$ cat src/rtl/conv_seq_ctrl.sv
// conv_seq_ctrl
// Sequencer for a sliding-window convolution engine. For every output
// position (r, c) it clears the accumulator, walks the KxK kernel window
// issuing image/kernel buffer read addresses, waits one cycle for the MAC
// pipeline to drain, then presents the result coordinates to a downstream
// consumer with a valid/ready handshake. Results are emitted in row-major
// order; a one-cycle done pulse marks the end of the job.
//
// All outputs are a pure decode of the registered state and counters, so
// the asynchronous reset clears them immediately without waiting for clk.
module conv_seq_ctrl #(
  parameter int IMG_W  = 8,
  parameter int IMG_H  = 8,
  parameter int K      = 3,
  parameter int ADDR_W = 8
) (
  input  logic              clk,
  input  logic              rst,
  input  logic              start,
  input  logic              out_ready,
  output logic [ADDR_W-1:0] img_addr,
  output logic [ADDR_W-1:0] ker_addr,
  output logic              mac_clr,
  output logic              mac_en,
  output logic              out_valid,
  output logic [ADDR_W-1:0] out_row,
  output logic [ADDR_W-1:0] out_col,
  output logic              busy,
  output logic              done
);

  typedef enum logic [2:0] {
    IDLE  = 3'd0,
    CLR   = 3'd1,
    MAC   = 3'd2,
    DRAIN = 3'd3,
    OUT   = 3'd4,
    DONE  = 3'd5
  } state_t;

  // Geometry constants sized to the address width.
  localparam logic [ADDR_W-1:0] W_L   = ADDR_W'(IMG_W);
  localparam logic [ADDR_W-1:0] K_L   = ADDR_W'(K);
  localparam logic [ADDR_W-1:0] KM1_L = ADDR_W'(K - 1);
  localparam logic [ADDR_W-1:0] CMAX_L = ADDR_W'(IMG_W - K);
  localparam logic [ADDR_W-1:0] RMAX_L = ADDR_W'(IMG_H - K);
  localparam logic [ADDR_W-1:0] ONE_L  = ADDR_W'(1);

  state_t            state_r, state_nxt_s;
  logic [ADDR_W-1:0] row_r, row_nxt_s;   // output row r
  logic [ADDR_W-1:0] col_r, col_nxt_s;   // output column c
  logic [ADDR_W-1:0] kr_r, kr_nxt_s;     // kernel row within window
  logic [ADDR_W-1:0] kc_r, kc_nxt_s;     // kernel column within window

  // State and counter registers; reset aborts any job and returns to IDLE.
  always_ff @(posedge clk or posedge rst) begin
    if (rst) begin
      state_r <= IDLE;
      row_r   <= '0;
      col_r   <= '0;
      kr_r    <= '0;
      kc_r    <= '0;
    end else begin
      state_r <= state_nxt_s;
      row_r   <= row_nxt_s;
      col_r   <= col_nxt_s;
      kr_r    <= kr_nxt_s;
      kc_r    <= kc_nxt_s;
    end
  end

  // Next-state and counter update; start is only looked at in IDLE.
  always_comb begin
    state_nxt_s = state_r;
    row_nxt_s   = row_r;
    col_nxt_s   = col_r;
    kr_nxt_s    = kr_r;
    kc_nxt_s    = kc_r;
    case (state_r)
      IDLE: begin
        if (start) begin
          state_nxt_s = CLR;
          row_nxt_s   = '0;
          col_nxt_s   = '0;
        end else begin
          state_nxt_s = IDLE;
        end
      end
      CLR: begin
        kr_nxt_s    = '0;
        kc_nxt_s    = '0;
        state_nxt_s = MAC;
      end
      MAC: begin
        if (kc_r == KM1_L) begin
          kc_nxt_s = '0;
          if (kr_r == KM1_L) begin
            kr_nxt_s    = '0;
            state_nxt_s = DRAIN;
          end else begin
            kr_nxt_s = kr_r + ONE_L;
          end
        end else begin
          kc_nxt_s = kc_r + ONE_L;
        end
      end
      DRAIN: begin
        state_nxt_s = OUT;
      end
      OUT: begin
        if (out_ready) begin
          if (col_r < CMAX_L) begin
            col_nxt_s   = col_r + ONE_L;
            state_nxt_s = CLR;
          end else if (row_r < RMAX_L) begin
            col_nxt_s   = '0;
            row_nxt_s   = row_r + ONE_L;
            state_nxt_s = CLR;
          end else begin
            state_nxt_s = DONE;
          end
        end else begin
          state_nxt_s = OUT;
        end
      end
      DONE: begin
        row_nxt_s   = '0;
        col_nxt_s   = '0;
        state_nxt_s = IDLE;
      end
      default: begin
        row_nxt_s   = '0;
        col_nxt_s   = '0;
        kr_nxt_s    = '0;
        kc_nxt_s    = '0;
        state_nxt_s = IDLE;
      end
    endcase
  end

  // Output decode from registered state; addresses/coordinates are zero
  // outside the states that own them.
  always_comb begin
    img_addr  = '0;
    ker_addr  = '0;
    mac_clr   = 1'b0;
    mac_en    = 1'b0;
    out_valid = 1'b0;
    out_row   = '0;
    out_col   = '0;
    busy      = (state_r != IDLE);
    done      = 1'b0;
    case (state_r)
      CLR: begin
        mac_clr = 1'b1;
      end
      MAC: begin
        mac_en   = 1'b1;
        img_addr = (row_r + kr_r) * W_L + (col_r + kc_r);
        ker_addr = kr_r * K_L + kc_r;
      end
      OUT: begin
        out_valid = 1'b1;
        out_row   = row_r;
        out_col   = col_r;
      end
      DONE: begin
        done = 1'b1;
      end
      default: begin
        mac_clr = 1'b0;
      end
    endcase
  end

endmodule

$ cat config.mk
export PLATFORM = sky130hd
export DESIGN_NAME = conv_seq_ctrl
export DESIGN_NICKNAME = d
export VERILOG_FILES = /design/src/rtl/conv_seq_ctrl.sv
export SDC_FILE = /design/constraint.sdc
export NUM_CORES = 1
export LEC_CHECK = 0
export ABC_AREA = 1
export ABC_CLOCK_PERIOD_IN_PS = 3500
export CORE_ASPECT_RATIO = 1.5
export CORE_MARGIN = 2
export CORE_UTILIZATION = 51
export CTS_BUF_LIST = sky130_fd_sc_hd__clkbuf_4 sky130_fd_sc_hd__clkbuf_8 sky130_fd_sc_hd__clkbuf_16
export DETAILED_ROUTE_END_ITERATION = 16
export GPL_ROUTABILITY_DRIVEN = 0
export GPL_TIMING_DRIVEN = 0
export PLACE_DENSITY = 0.85
export SLEW_MARGIN = 20
export SYNTH_ARGS = -nofsm -noshare
export SYNTH_HDL_FRONTEND = slang
export SYNTH_SLANG_ARGS = --single-unit
$ cat constraint.sdc
create_clock -name clk -period 3.5 [get_ports clk]
set_clock_uncertainty 0.2 [all_clocks]
set_input_delay 1.05 -clock clk [delete_from_list [all_inputs] [get_ports clk]]
set_output_delay 1.05 -clock clk [all_outputs]
set_load 0.03 [all_outputs]
# Yosys cells after proc, flatten, opt, wreduce, memory -nomap -nowiden
# Cells that the tools add are included.
dict set report totals {
  regBits 35
  input_bits 4
  elab_cells 69
}
dict set report op_classes {
  add_sub_neg 8
  reduce_logical 8
  n_mux 29
  order_cmp 2
  mul 1
  n_bitwise 2
  eq_ne 14
}
# cell n
set ops {}
lappend ops {{2-to-1 mux 8 bit} 14}
lappend ops {{case mux 8 bit (3 select lines)} 2}
lappend ops {{adder 8 x 1 -> 8 bit (second input constant)} 4}
lappend ops {{case mux 8 bit (2 select lines)} 2}
lappend ops {{adder 8 bit} 3}
lappend ops {{== test 8 x 2 -> 1 bit (second input constant)} 2}
lappend ops {{less-than comparator 8 x 3 -> 1 bit (second input constant)} 2}
lappend ops {{2-to-1 mux 3 bit} 5}
lappend ops {{case mux 3 bit (5 select lines)} 1}
lappend ops {{!= test 2 bit (second input constant)} 6}
lappend ops {{multiplier 8 x 2 -> 8 bit (second input constant)} 1}
lappend ops {{== test 3 x 2 -> 1 bit (second input constant)} 2}
lappend ops {{== test 3 bit (second input constant)} 2}
lappend ops {{adder 5 bit} 1}
lappend ops {{2-to-1 mux 1 bit} 5}
lappend ops {{AND reduction 5 bit} 1}
lappend ops {{AND reduction 2 bit} 2}
lappend ops {{AND reduction 4 bit} 1}
lappend ops {{OR reduction 4 bit} 1}
lappend ops {{== test 3 x 1 -> 1 bit (second input constant)} 1}
lappend ops {{logical NOT 3 bit} 1}
lappend ops {{!= test 3 bit (second input constant)} 1}
lappend ops {{nonzero test 3 bit} 1}
lappend ops {{OR reduction 3 bit} 1}
lappend ops {{inverter 1 bit} 2}

# Longest topological paths before layout
dict set report logic_depth {
  depth_word 5
  depth_mapped 13
}

# Worst setup path after synthesis
# No wires, ideal clock.
dict set report synth_timing {
  kind {register -> output}
  startpoint {register kr_r[0]}
  endpoint {output img_addr[6]}
  arrival_ns 2.834
  path_buffers 0
  path_stages_with_launch 11
  setup_slack_ns -0.584
  required_ns 2.250
  cell_sequence {dfrtp_1 -> ha_1 -> fa_1 -> xor2_1 -> fa_1 -> ha_1 -> a21oi_1 -> o21ai_0 -> a21oi_1 -> nor2_1 -> nor2_1}
}
dict set report synth_via {
  elab_chain_len 3
}
# item line
set synth_rtl {}
lappend synth_rtl {{from (decl)} 52} ;# logic [ADDR_W-1:0] kr_r, kr_nxt_s;
lappend synth_rtl {{from (signal assigned)} 67} ;# kr_r <= kr_nxt_s;
lappend synth_rtl {{adder 5 bit} 159} ;# img_addr = (row_r + kr_r) * W_L + (col_r + kc_r);
lappend synth_rtl {{adder 8 bit} 159}
lappend synth_rtl {{2-to-1 mux 8 bit} 153} ;# case (state_r)
lappend synth_rtl {{to (decl)} 21} ;# output logic [ADDR_W-1:0] img_addr,
# No other way between the ends.

# Final worst setup path
dict set report layout_timing {
  startpoint {register kr_r[2]}
  endpoint {output img_addr[7]}
}
# The elaborated chain is that of the path after synthesis.

==> results.ini <==
[run_status]
status=complete, but fails checks
violations=setup timing

[pwr]
p_int_mw=1.10
peakVddDrop_mv=0.454
p_sw_mw=1.01
seqPwrFrac_pct=25.2
p_sw_share_pct=47.9
p_leak_nw=2.15
power_density_nw_per_um2=494
p_comb_share_pct=60.3
clock_power_share_pct=14.6

[clocking]
clkTransAtPathRegs_ns=0.07
hold_buffers=0
cts_made_buffers=5
cts_root_buf=clkbuf_8
cts.htree.levels=2
worst_skew_pair.late_latency_ns=0.29
cts_tree=yes
cts_buffer_depth=2
clock_sinks=35

[final_layout]
fin_util_pct=69.6
multiInputGateArea_sq_um=2300
layout-drive-gt1-share_pct=29.5
nNetsFinal=534
seq_area_sq_um=888
antenna-diode-count=0
final_cells=556
fill_cells=464
area_growth_pct=32.1

[synth]
syn-num-nets=467
ys_seq_area_share_pct=27.1
synth_ff_type=dfrtp_1
synth.distinct_cells=36
synthTopCellsByArea=dfrtp_1 (27%), ha_1 (14%), nand2_1 (8.3%), fa_1 (8.1%), inv_1 (7.2%)
synth_most_common_cell=nand2_1
ys_ff_latch=35
synthTopCellsByCount=nand2_1 (71), inv_1 (62), nor2_1 (54)
yosysWarnings=0
synth_area_per_cell_sq_um=7.80
async_reset_ff_share_pct=100
synth_top_area_cell=dfrtp_1
synth_top_area_share_pct=27.1
syn_area_sq_um=3230
syn_inst=414
synth_edf_count=0

[global_routing]
antenna_found_initial=0
grt_use_total_pct=26.7
grt_first_pass_wirelength_um=14000
grt_overflow=0
grt_max_degree=36
grt_pass1_vias=3157

[floorplan]
fp.dieW_um=69.0
rows=35
die_height_um=101
dieArea_sq_um=7000
core-area_sq_um=6130
start_util_pct=52.7
io_pins=41

[timing]
finalSetupTns_ns=-4.93
slew_headroom_pct=48.6
setup_viol=11
tightestPinTransition_ns=0.769
max_freq_mhz=231
rsz0062_at_grt=true
period_needed_ns=4.32
period_share_pct=123
fin_ws_ns=-0.822
drv_slew=0
finalHoldViolations=0

[routing]
firstDrtPassIters=4
drt-vias-per-instance=5.48
wl_per_cell_um=15.8
drt_iter0_drc=169
drt-total-wl_um=8810
via_count=3049
ant_nets=0
drc=0

[worst_setup_path]
cp-end-kind=primary output
reg2reg_slack_ns=1.23
worstSetupPathType=reg -> out
required_ns=2.25
reg2regPathDepth=9
cp_max_fo=4
rr_startpoint=kr_r[2]
cp-start-kind=flip-flop
cp_data_arrival_time_ns=3.07
crit-reg2reg-capture=kr_r[0]

[min_path]
holdPathStages=2
min_path_type=reg -> reg
hold_start=row_r[5]
min_to=row_r[5]

[placement]
port_buffers=40
hpwl_um=6170
dp_cells=528

[run]
maxCapViolations=0

==> placed cells by master, fill, tap and decap left out, drive strengths merged, types with 11 or more instances in the layout <==
cell,n
nand3,26
nor2,56
nand2,81
clkdlybuf4s50,11
ha,36
a21oi,17
dfrtp,35
fa,13
o21ai,34
inv,70
buf,40
==> worst max-delay path by stage <==
stage,cells after the start,slack [ns],from,to
detailed placement,13,-1.21,kr_r[1],img_addr[7]
global route,12,-0.85,kr_r[0],img_addr[6]
floorplan,11,-0.27,kr_r[0],img_addr[7]
CTS,13,-0.73,kr_r[0],img_addr[7]
global placement,13,-1.15,kr_r[1],img_addr[7]
finish,14,-0.82,kr_r[2],img_addr[7]
==> state kept, by name, indices dropped and copies added, names as in the netlist <==
name / cells
col_r: 8
kc_r: 8
kr_r: 8
row_r: 8
state_r: 3
==> cells by family (layout without fill, tap and decap cells) <==
family	Yosys count	after routing	synth area share, %
adder cells (fa/ha/maj)	49	49	22.0
AND/OR/NAND/NOR	182	182	26.5
buffers and inverters	77	145	10.4
AO/OA/AOI/OAI	58	58	10.4
XOR/XNOR	13	13	3.53
flip-flops	35	35	27.1
==> final cells by class <==
cell class | count | share of cell area (%)
Multi-Input combinational cell | 302 | 54.0
Sequential cell | 35 | 20.8
Timing Repair Buffer | 60 | 13.1
Inverter | 70 | 6.34
Tap cell | 74 | 2.17
Clock buffer | 7 | 1.97
Buffer | 7 | 1.55
Clock inverter | 1 | 0.117
==> worst max-delay path: stages, from the launching register on <==
cell     delay [ns]
dfrtp_2        0.45
ha_4           0.25
a21oi_2        0.18
nand2_2        0.09
xor2_2         0.19
fa_1           0.51
inv_1          0.09
ha_4           0.30
nand4_1        0.12
nor2_2         0.15
nor2_4         0.07
nand3_2        0.08
nand2_2        0.06
nor2_4         0.10
buf_6          0.14
==> power groups by stage <==
stage | logic [mW] | clock network [mW] | registers (mW)
after floorplan | 0.817 | 0 | 0.528
after global placement | 1.05 | 0 | 0.557
after detailed placement | 1.09 | 0 | 0.562
after CTS | 1.24 | 0.308 | 0.526
after global routing | 1.38 | 0.323 | 0.537
final | 1.27 | 0.307 | 0.530
==> per-layer routing <==
| metal | vias up | routed length [um] | track usage (%) |
|---|---|---|---|
| li1 | 1448 | - | - |
| met1 | 1469 | 3160 | 28.1 |
| met2 | 98 | 4950 | 49.7 |
| met3 | 34 | 334 | 3.00 |
| met4 | 0 | 369 | 14.0 |
| met5 | - | 0 | 0 |
==> stage by stage <==
stage	total power [mW]	setup WS [ns]	area, sq um	hold WS (ns)
floorplan	1.35	-0.272	3310	0.249
global placement	1.61	-1.15	3810	0.260
detailed placement	1.65	-1.21	3810	0.273
CTS	2.08	-0.731	4150	0.290
global route	2.24	-0.853	4270	0.317
finish	2.11	-0.822	4270	0.288
==> timing repair <==
| action | in CTS | in global routing |
|---|---|---|
| buffers inserted | 17 | 4 |
| setup endpoints to repair | 23 | 19 |
| pin swaps | 26 | 12 |
| gates resized for setup | 127 | 29 |
| endpoints found under the hold margin | 0 | 0 |
No activity file was read; power rests on OpenSTA's default activity.
